===== src/rtl/hash_request_sequencer.sv =====
// One-at-a-time request sequencer in front of the hash-table controller: hash, table read, exec, held response.
// Accept-to-response latency is 3+READ_LATENCY cycles; new requests stall until the response handshake completes.
module hash_request_sequencer #(
  parameter int KEY_WIDTH           = 32,
  parameter int DATA_WIDTH          = 32,
  parameter int NUMBER_OF_TABLES    = 3,
  parameter int HASH_TABLE_MAX_SIZE = 8,
  parameter int READ_LATENCY        = 1
) (
  input  logic                                            clk,
  input  logic                                            reset,
  input  logic                                            req_valid_i,
  output logic                                            req_ready_o,
  input  logic [1:0]                                      req_op_i,
  input  logic [KEY_WIDTH-1:0]                            req_key_i,
  input  logic [DATA_WIDTH-1:0]                           req_data_i,
  output logic                                            tbl_rd_en_o,
  output logic [HASH_TABLE_MAX_SIZE*NUMBER_OF_TABLES-1:0] tbl_rd_adr_o,
  output logic [KEY_WIDTH-1:0]                            ctrl_key_o,
  output logic [DATA_WIDTH-1:0]                           ctrl_data_o,
  output logic [HASH_TABLE_MAX_SIZE*NUMBER_OF_TABLES-1:0] ctrl_hash_adr_o,
  output logic [1:0]                                      ctrl_op_o,
  output logic                                            ctrl_clk_en_o,
  input  logic [DATA_WIDTH-1:0]                           ctrl_read_data_i,
  input  logic                                            ctrl_no_deletion_target_i,
  input  logic                                            ctrl_no_write_space_i,
  input  logic                                            ctrl_no_element_found_i,
  input  logic                                            ctrl_key_already_present_i,
  output logic                                            rsp_valid_o,
  input  logic                                            rsp_ready_i,
  output logic [DATA_WIDTH-1:0]                           rsp_data_o,
  output logic [2:0]                                      rsp_status_o
);
  localparam int A      = HASH_TABLE_MAX_SIZE;
  localparam int N      = NUMBER_OF_TABLES;
  localparam int SLICES = (KEY_WIDTH + A - 1) / A;
  localparam int CW     = (READ_LATENCY > 1) ? $clog2(READ_LATENCY) : 1;

  typedef enum logic [2:0] {S_IDLE, S_HASH, S_READ, S_WAIT, S_EXEC, S_RESP} state_t;

  state_t                  state, state_nxt;
  logic [1:0]              op_q;
  logic [KEY_WIDTH-1:0]    key_q;
  logic [DATA_WIDTH-1:0]   data_q;
  logic [A*N-1:0]          hash_q, hash_d;
  logic [CW-1:0]           cnt;
  logic [DATA_WIDTH-1:0]   rsp_data_q, rsp_data_d;
  logic [2:0]              rsp_status_q, rsp_status_d;
  logic [A-1:0]            fold;

  function automatic logic [A-1:0] fold_key(input logic [KEY_WIDTH-1:0] key);
    logic [SLICES*A-1:0] padded;
    logic [A-1:0]        acc;
    padded = '0;
    padded[KEY_WIDTH-1:0] = key;
    acc = '0;
    for (int s = 0; s < SLICES; s++) acc ^= padded[s*A +: A];
    return acc;
  endfunction

  assign fold = fold_key(key_q);

  // Per-table salt and rotation decorrelate the buckets of a single folded key.
  for (genvar t = 0; t < N; t++) begin : g_hash
    localparam int          ROT  = t % A;
    localparam logic [31:0] SALT = 32'(t) * 32'h5B;
    logic [A-1:0]   mixed;
    logic [2*A-1:0] dbl;
    assign mixed = fold ^ SALT[A-1:0];
    assign dbl   = {mixed, mixed};
    assign hash_d[t*A +: A] = dbl[2*A-1-ROT -: A];
  end

  always_comb begin
    rsp_status_d = 3'd0;
    rsp_data_d   = '0;
    case (op_q)
      2'b01: begin
        rsp_status_d = ctrl_no_element_found_i ? 3'd1 : 3'd0;
        rsp_data_d   = ctrl_no_element_found_i ? '0 : ctrl_read_data_i;
      end
      2'b10: begin
        if (ctrl_key_already_present_i) rsp_status_d = 3'd4;
        else if (ctrl_no_write_space_i) rsp_status_d = 3'd3;
      end
      2'b11: rsp_status_d = ctrl_no_deletion_target_i ? 3'd2 : 3'd0;
      default: rsp_status_d = 3'd0;
    endcase
  end

  always_ff @(posedge clk) begin
    if (reset) begin
      state        <= S_IDLE;
      op_q         <= '0;
      key_q        <= '0;
      data_q       <= '0;
      hash_q       <= '0;
      cnt          <= '0;
      rsp_data_q   <= '0;
      rsp_status_q <= '0;
    end else begin
      state <= state_nxt;
      if (state == S_IDLE && req_valid_i) begin
        op_q   <= req_op_i;
        key_q  <= req_key_i;
        data_q <= req_data_i;
      end
      if (state == S_HASH) hash_q <= hash_d;
      if (state == S_READ) cnt <= CW'(READ_LATENCY - 1);
      else if (state == S_WAIT) cnt <= cnt - 1'b1;
      if (state == S_EXEC) begin
        rsp_data_q   <= rsp_data_d;
        rsp_status_q <= rsp_status_d;
      end else if (state == S_RESP && rsp_ready_i) begin
        rsp_data_q   <= '0;
        rsp_status_q <= '0;
      end
    end
  end

  always_comb begin
    state_nxt     = state;
    req_ready_o   = 1'b0;
    tbl_rd_en_o   = 1'b0;
    ctrl_op_o     = 2'b00;
    ctrl_clk_en_o = 1'b0;
    rsp_valid_o   = 1'b0;
    case (state)
      S_IDLE: begin
        req_ready_o = 1'b1;
        if (req_valid_i) state_nxt = S_HASH;
      end
      S_HASH: state_nxt = S_READ;
      S_READ: begin
        tbl_rd_en_o = 1'b1;
        state_nxt   = (READ_LATENCY == 1) ? S_EXEC : S_WAIT;
      end
      // cnt is the value before this cycle's decrement, so 1 means it hits zero now.
      S_WAIT: if (cnt == CW'(1)) state_nxt = S_EXEC;
      S_EXEC: begin
        ctrl_op_o     = op_q;
        ctrl_clk_en_o = 1'b1;
        state_nxt     = S_RESP;
      end
      S_RESP: begin
        rsp_valid_o = 1'b1;
        if (rsp_ready_i) state_nxt = S_IDLE;
      end
      default: state_nxt = S_IDLE;
    endcase
    if (reset) begin
      req_ready_o   = 1'b0;
      tbl_rd_en_o   = 1'b0;
      ctrl_op_o     = 2'b00;
      ctrl_clk_en_o = 1'b0;
      rsp_valid_o   = 1'b0;
    end
  end

  assign tbl_rd_adr_o    = hash_q;
  assign ctrl_hash_adr_o = hash_q;
  assign ctrl_key_o      = key_q;
  assign ctrl_data_o     = data_q;
  assign rsp_data_o      = rsp_data_q;
  assign rsp_status_o    = rsp_status_q;

endmodule


===== config.mk =====
export PLATFORM = sky130hd
export DESIGN_NAME = hash_request_sequencer
export DESIGN_NICKNAME = d
export VERILOG_FILES = /design/src/rtl/hash_request_sequencer.sv
export SDC_FILE = /design/constraint.sdc
export NUM_CORES = 1
export LEC_CHECK = 0
export ABC_CLOCK_PERIOD_IN_PS = 3100
export CORE_MARGIN = 2
export CORE_UTILIZATION = 42
export DETAILED_ROUTE_END_ITERATION = 12
export GPL_ROUTABILITY_DRIVEN = 0
export PLACE_DENSITY_LB_ADDON = 0.25
export SYNTH_ARGS = -nofsm -noshare
export SYNTH_HDL_FRONTEND = slang
export SYNTH_SLANG_ARGS = --single-unit

===== constraint.sdc =====
create_clock -name clk -period 3.1 [get_ports clk]
set_input_delay 0.62 -clock clk [delete_from_list [all_inputs] [get_ports clk]]
set_output_delay 0.62 -clock clk [all_outputs]
set_load 0.005 [all_outputs]

Yosys cells after proc, flatten, opt, wreduce, memory -nomap -nowiden
Cells that the tools add are included.
- register bits: 129
- bits of input ports: 106
- add/sub/neg operators: 1
- equality and inequality tests: 11
- muxes and demuxes: 25
- bitwise operators: 5
- reductions and logical operators: 6
- operators by type and width (kind ; number):
    two-way mux 32 bit ; 4
    bitwise XOR 8 bit ; 3
    two-way mux 3 bit ; 6
    one-hot mux 3 bit (6 select lines) ; 1
    inverter 5 bit ; 2
    two-way mux 1 bit ; 9
    one-hot mux 3 bit (3 select lines) ; 1
    two-way mux 2 bit ; 4
    equality test 3 x 2 -> 1 bit, second input constant ; 2
    equality test 3 bit, second input constant ; 2
    inequality test 2 bit, second input constant ; 3
    equality test 2 bit, second input constant ; 2
    equality test 3 x 1 -> 1 bit, second input constant ; 1
    zero test 3 bit ; 1
    AND reduction 3 bit ; 1
    equality test 2 x 1 -> 1 bit, second input constant ; 1
    logical AND 1 bit ; 2
    nonzero test 2 bit ; 1
    OR reduction 2 bit ; 1
    subtractor 1 bit, second input constant ; 1

Longest topological paths before layout
- depth in word-level cells: 4
- gate-level depth with buffers: 6

Worst setup path after synthesis
No wires, ideal clock.
- path kind: input -> output
- start: in reset
- end: out rsp_valid_o
- data arrival time: 1.313 ns
- data required time: 2.480 ns
- slack: 1.167 ns
- cell stages on the path: 4
- path buffers: 2
- cells stage by stage: buf_2 inv_1 clkbuf_1 and4_1
- word-level cells in the longest chain between the ends: 1
- RTL lines (item ; line ; RTL):
    start, declared ; 11 ; input logic reset,
    two-way mux 1 bit ; 151 ; if (reset) begin
    end, declared ; 29 ; output logic rsp_valid_o,
No other way between the ends.

Worst setup path after layout
- start: reg state[1]
- end: out ctrl_op_o[1]
- word-level cells in the longest chain between the ends: 3
- RTL lines (item ; line ; RTL):
    start, declared ; 41 ; state_t state, state_nxt;
    start signal, assigned ; 102 ; state <= state_nxt;
    equality test 3 bit ; 128 ; case (state)
    two-way mux 2 bit ; 128 ;
    two-way mux 2 bit ; 151 ;
    end, declared ; 22 ; output logic [1:0] ctrl_op_o,
No other way between the ends.

==> flow_metrics.env <==
export IMPL_status="completed"
export IMPL_cts_sinks=121
export IMPL_timing_rr_start="state[1]$_SDFFE_PP0P_"
export IMPL_antenna_left=0
export IMPL_antenna_found_initial=0
export IMPL_cp_required_ns=2.48
export IMPL_core_um2=10800
export IMPL_ys_flop_type="dfxtp_1"
export IMPL_synthMuxAreaShare_pct=0
export IMPL_final_cells=883
export IMPL_clockBufferDepth=2
export IMPL_whs_endpoint="rsp_status_o[0]$_SDFFE_PP0P_"
export IMPL_power_switching_mw=1.11
export IMPL_yosysSeqAreaShare_pct=51.9
export IMPL_vdd_drop_max_v=0.000364
export IMPL_pwr_share_comb_pct=20.9
export IMPL_hp_start="reset"
export IMPL_r2r_end="rsp_data_o[20]$_SDFFE_PP0P_"
export IMPL_routed_wirelength_um=13900
export IMPL_relSlewSlack_pct=22.2
export IMPL_synth_top_family_by_area="compound AO/OA/AOI/OAI gates"
export IMPL_diodes=0
export IMPL_drt_first_pass_iters=7
export IMPL_syn_to_final_growth_pct=62.1
export IMPL_finClkSkew_ns=0.0119
export IMPL_netlist_top_cells_count="139 x nand2_1, 121 x dfxtp_1, 75 x a21oi_1"
export IMPL_fmax_mhz=360
export IMPL_io_pins=259
export IMPL_fp_dieW_um=109
export IMPL_grt_pass1_vias=4081
export IMPL_power_density_nw_per_um2=582
export IMPL_cts_root_buf="clkbuf_8"
export IMPL_post_route_cells_drive_above_1_share_pct=6.59
export IMPL_seq_power_share_pct=40.6
export IMPL_nNetsFinal=839
export IMPL_cts_max_level=4
export IMPL_reg2reg_slack_ns=0.77
export IMPL_vias=4390
export IMPL_num_rows=38
export IMPL_track_usage_pct=22.3
export IMPL_dp_cells=854
export IMPL_cts_buffers=17
export IMPL_worst_setup_path_start_kind="flop"
export IMPL_synth_nets=623
export IMPL_ys_ff_latch=121
export IMPL_yosys_cell_types_count=38
export IMPL_setup_viol=0
export IMPL_crit_type="flop to output pin"
export IMPL_min_period_ns=2.78
export IMPL_clk_pin_slew_ns=0.05
export IMPL_yosys_top_cells_area="dfxtp_1 52%, nand2_1 11%, a21oi_1 8.0%, buf_4 6.6%, a22o_1 6.0%"
export IMPL_drv_slew=0
export IMPL_placed_cell_area_um2=7060
export IMPL_critPathLaunch="state[1]$_SDFFE_PP0P_"
export IMPL_insertion_delay_ns=0.52
export IMPL_synth_top_area_share_pct=51.9
export IMPL_finalHoldViolations=0
export IMPL_synthSimpleGateAreaFrac_pct=15.4
export IMPL_power_leakage_nw=2.87
export IMPL_worst_setup_path_end_kind="output pin"
export IMPL_detailed_place_hpwl_um=9910
export IMPL_p_clk_share_pct=38.5
export IMPL_p_int_mw=3.30
export IMPL_synthMostInstantiatedCell="nand2_1"
export IMPL_synthAdderAreaFrac_pct=0
export IMPL_chipHeight_um=109
export IMPL_ys_warn_count=0
export IMPL_ys_async_sr_fraction_pct=0
export IMPL_grt_pass1_wl_um=20600
export IMPL_crit_fanout=12
export IMPL_final_util_pct=69.8
export IMPL_drv_cap=0
export IMPL_yosys_area_top_type="dfxtp_1"
export IMPL_hold_depth=4
export IMPL_drt_iter0_markers=215
export IMPL_synth_xor_area_share_pct=4.50
export IMPL_period_share_pct=89.7
export IMPL_synth_compound_area_share_pct=18.5
export IMPL_avgSynthCellArea_um2=9.03
export IMPL_netlist_area_um2=4670
export IMPL_start_util_pct=43.1
export IMPL_swShare_pct=25.2
export IMPL_fin_tns_setup_ns=0
export IMPL_r2r_cells=3
export IMPL_grt_start_max_net_pins=67
export IMPL_globalRouteOverflowTotal=0
export IMPL_cts_tree="done"
export IMPL_drcViolationCount=0
export IMPL_wl_per_cell_um=15.7
export IMPL_fin_area_um2=7570
export IMPL_cp_data_arrival_time_ns=2.16
export IMPL_portBuffers=258
export IMPL_tightest_slew_ns=1.17
export IMPL_viasPerCell=4.97
export IMPL_die_area_um2=12000
export IMPL_hp_class="input pin to flop"
export IMPL_rsz0062_at_grt="no"
export IMPL_synth_edf_count=0
export IMPL_postSynthCellCount=517
-- power groups by stage --
| stage | Clock [mW] | Sequential [mW] | Combinational [mW] |
|---|---|---|---|
| 2_1_floorplan | 0 | 1.80 | 0.454 |
| 6_report | 1.69 | 1.79 | 0.921 |
| 3_5_place_dp | 0 | 1.82 | 0.923 |
| 3_3_place_gp | 0 | 1.81 | 0.908 |
| 5_1_grt | 1.80 | 1.81 | 0.998 |
| 4_1_cts | 1.72 | 1.79 | 0.928 |
-- logic make-up after synthesis --
logic type / Yosys count
simple gates: 163
buf+inv: 74
xor+xnor: 24
compound gates: 135
flops: 121
-- routing by layer --
metal	up-vias	GRT usage, %	part of all wire [%]
met5	-	0	0
met1	2049	25.0	40
met2	180	37.8	50
met4	0	9.76	2.5
met3	31	8.12	7.7
li1	2130	-	-
-- state kept, by name (all words and copies together) (netlist names) --
signal           count
rsp_status_o         3
cnt                  1
op_q                 2
ctrl_hash_adr_o     16
rsp_data_o          32
ctrl_data_o         32
ctrl_key_o          32
state                3
-- worst max-delay path by stage --
stage / end / slack [ns] / cells after the start
6_report: ctrl_op_o[1] / 0.32 / 4
3_5_place_dp: rsp_valid_o / 0.64 / 5
5_1_grt: ctrl_op_o[1] / 0.16 / 4
3_3_place_gp: rsp_valid_o / 0.67 / 5
2_1_floorplan: rsp_valid_o / 1.17 / 4
4_1_cts: ctrl_op_o[1] / 0.15 / 4
-- stage by stage --
step / worst slack, ns / total power [mW] / hold WS (ns)
finish: 0.319 / 4.41 / 0.443
global route: 0.157 / 4.61 / 0.464
CTS: 0.153 / 4.44 / 0.417
detailed placement: 0.643 / 2.74 / 0.448
global placement: 0.668 / 2.72 / 0.442
floorplan: 1.17 / 2.26 / 0.440
-- placed cells by master (no fill, tap or decap), types with 3 or more instances in the layout --
master,instances
dfxtp_1,120
o2bb2ai_1,3
clkdlybuf4s50_1,257
xor2_1,12
a21oi_1,75
o22ai_1,4
a22o_1,32
nand2_1,139
and3_1,4
clkbuf_1,4
a31o_2,4
o21ai_0,9
o21ba_2,4
xnor2_1,12
clkinv_2,3
inv_1,5
buf_4,8
nand2b_1,4
clkbuf_16,16
clkbuf_8,6
-- critical path, cell delays in order (launching register included) --
cell and delay, ns:
dfxtp_1 0.47, nor4b_4 0.46, nand2_1 0.14, inv_1 0.07, clkdlybuf4s50_1 0.50
-- layout make-up --
type,instances,area (um^2)
Clock buffer,26,498
Multi-Input combinational cell,322,1800
Timing Repair Buffer,266,2640
Fill cell,868,3270
Inverter,5,18.8
Tap cell,140,175
Clock inverter,3,15.0
Sequential cell,121,2420
-- what timing repair did --
item	4_1_cts	5_1_grt
buffers inserted	0	0
hold buffers	0	0
setup endpoints to repair	0	1
gates resized for setup	0	1
Note: power is estimated with default switching activity, not from simulation.
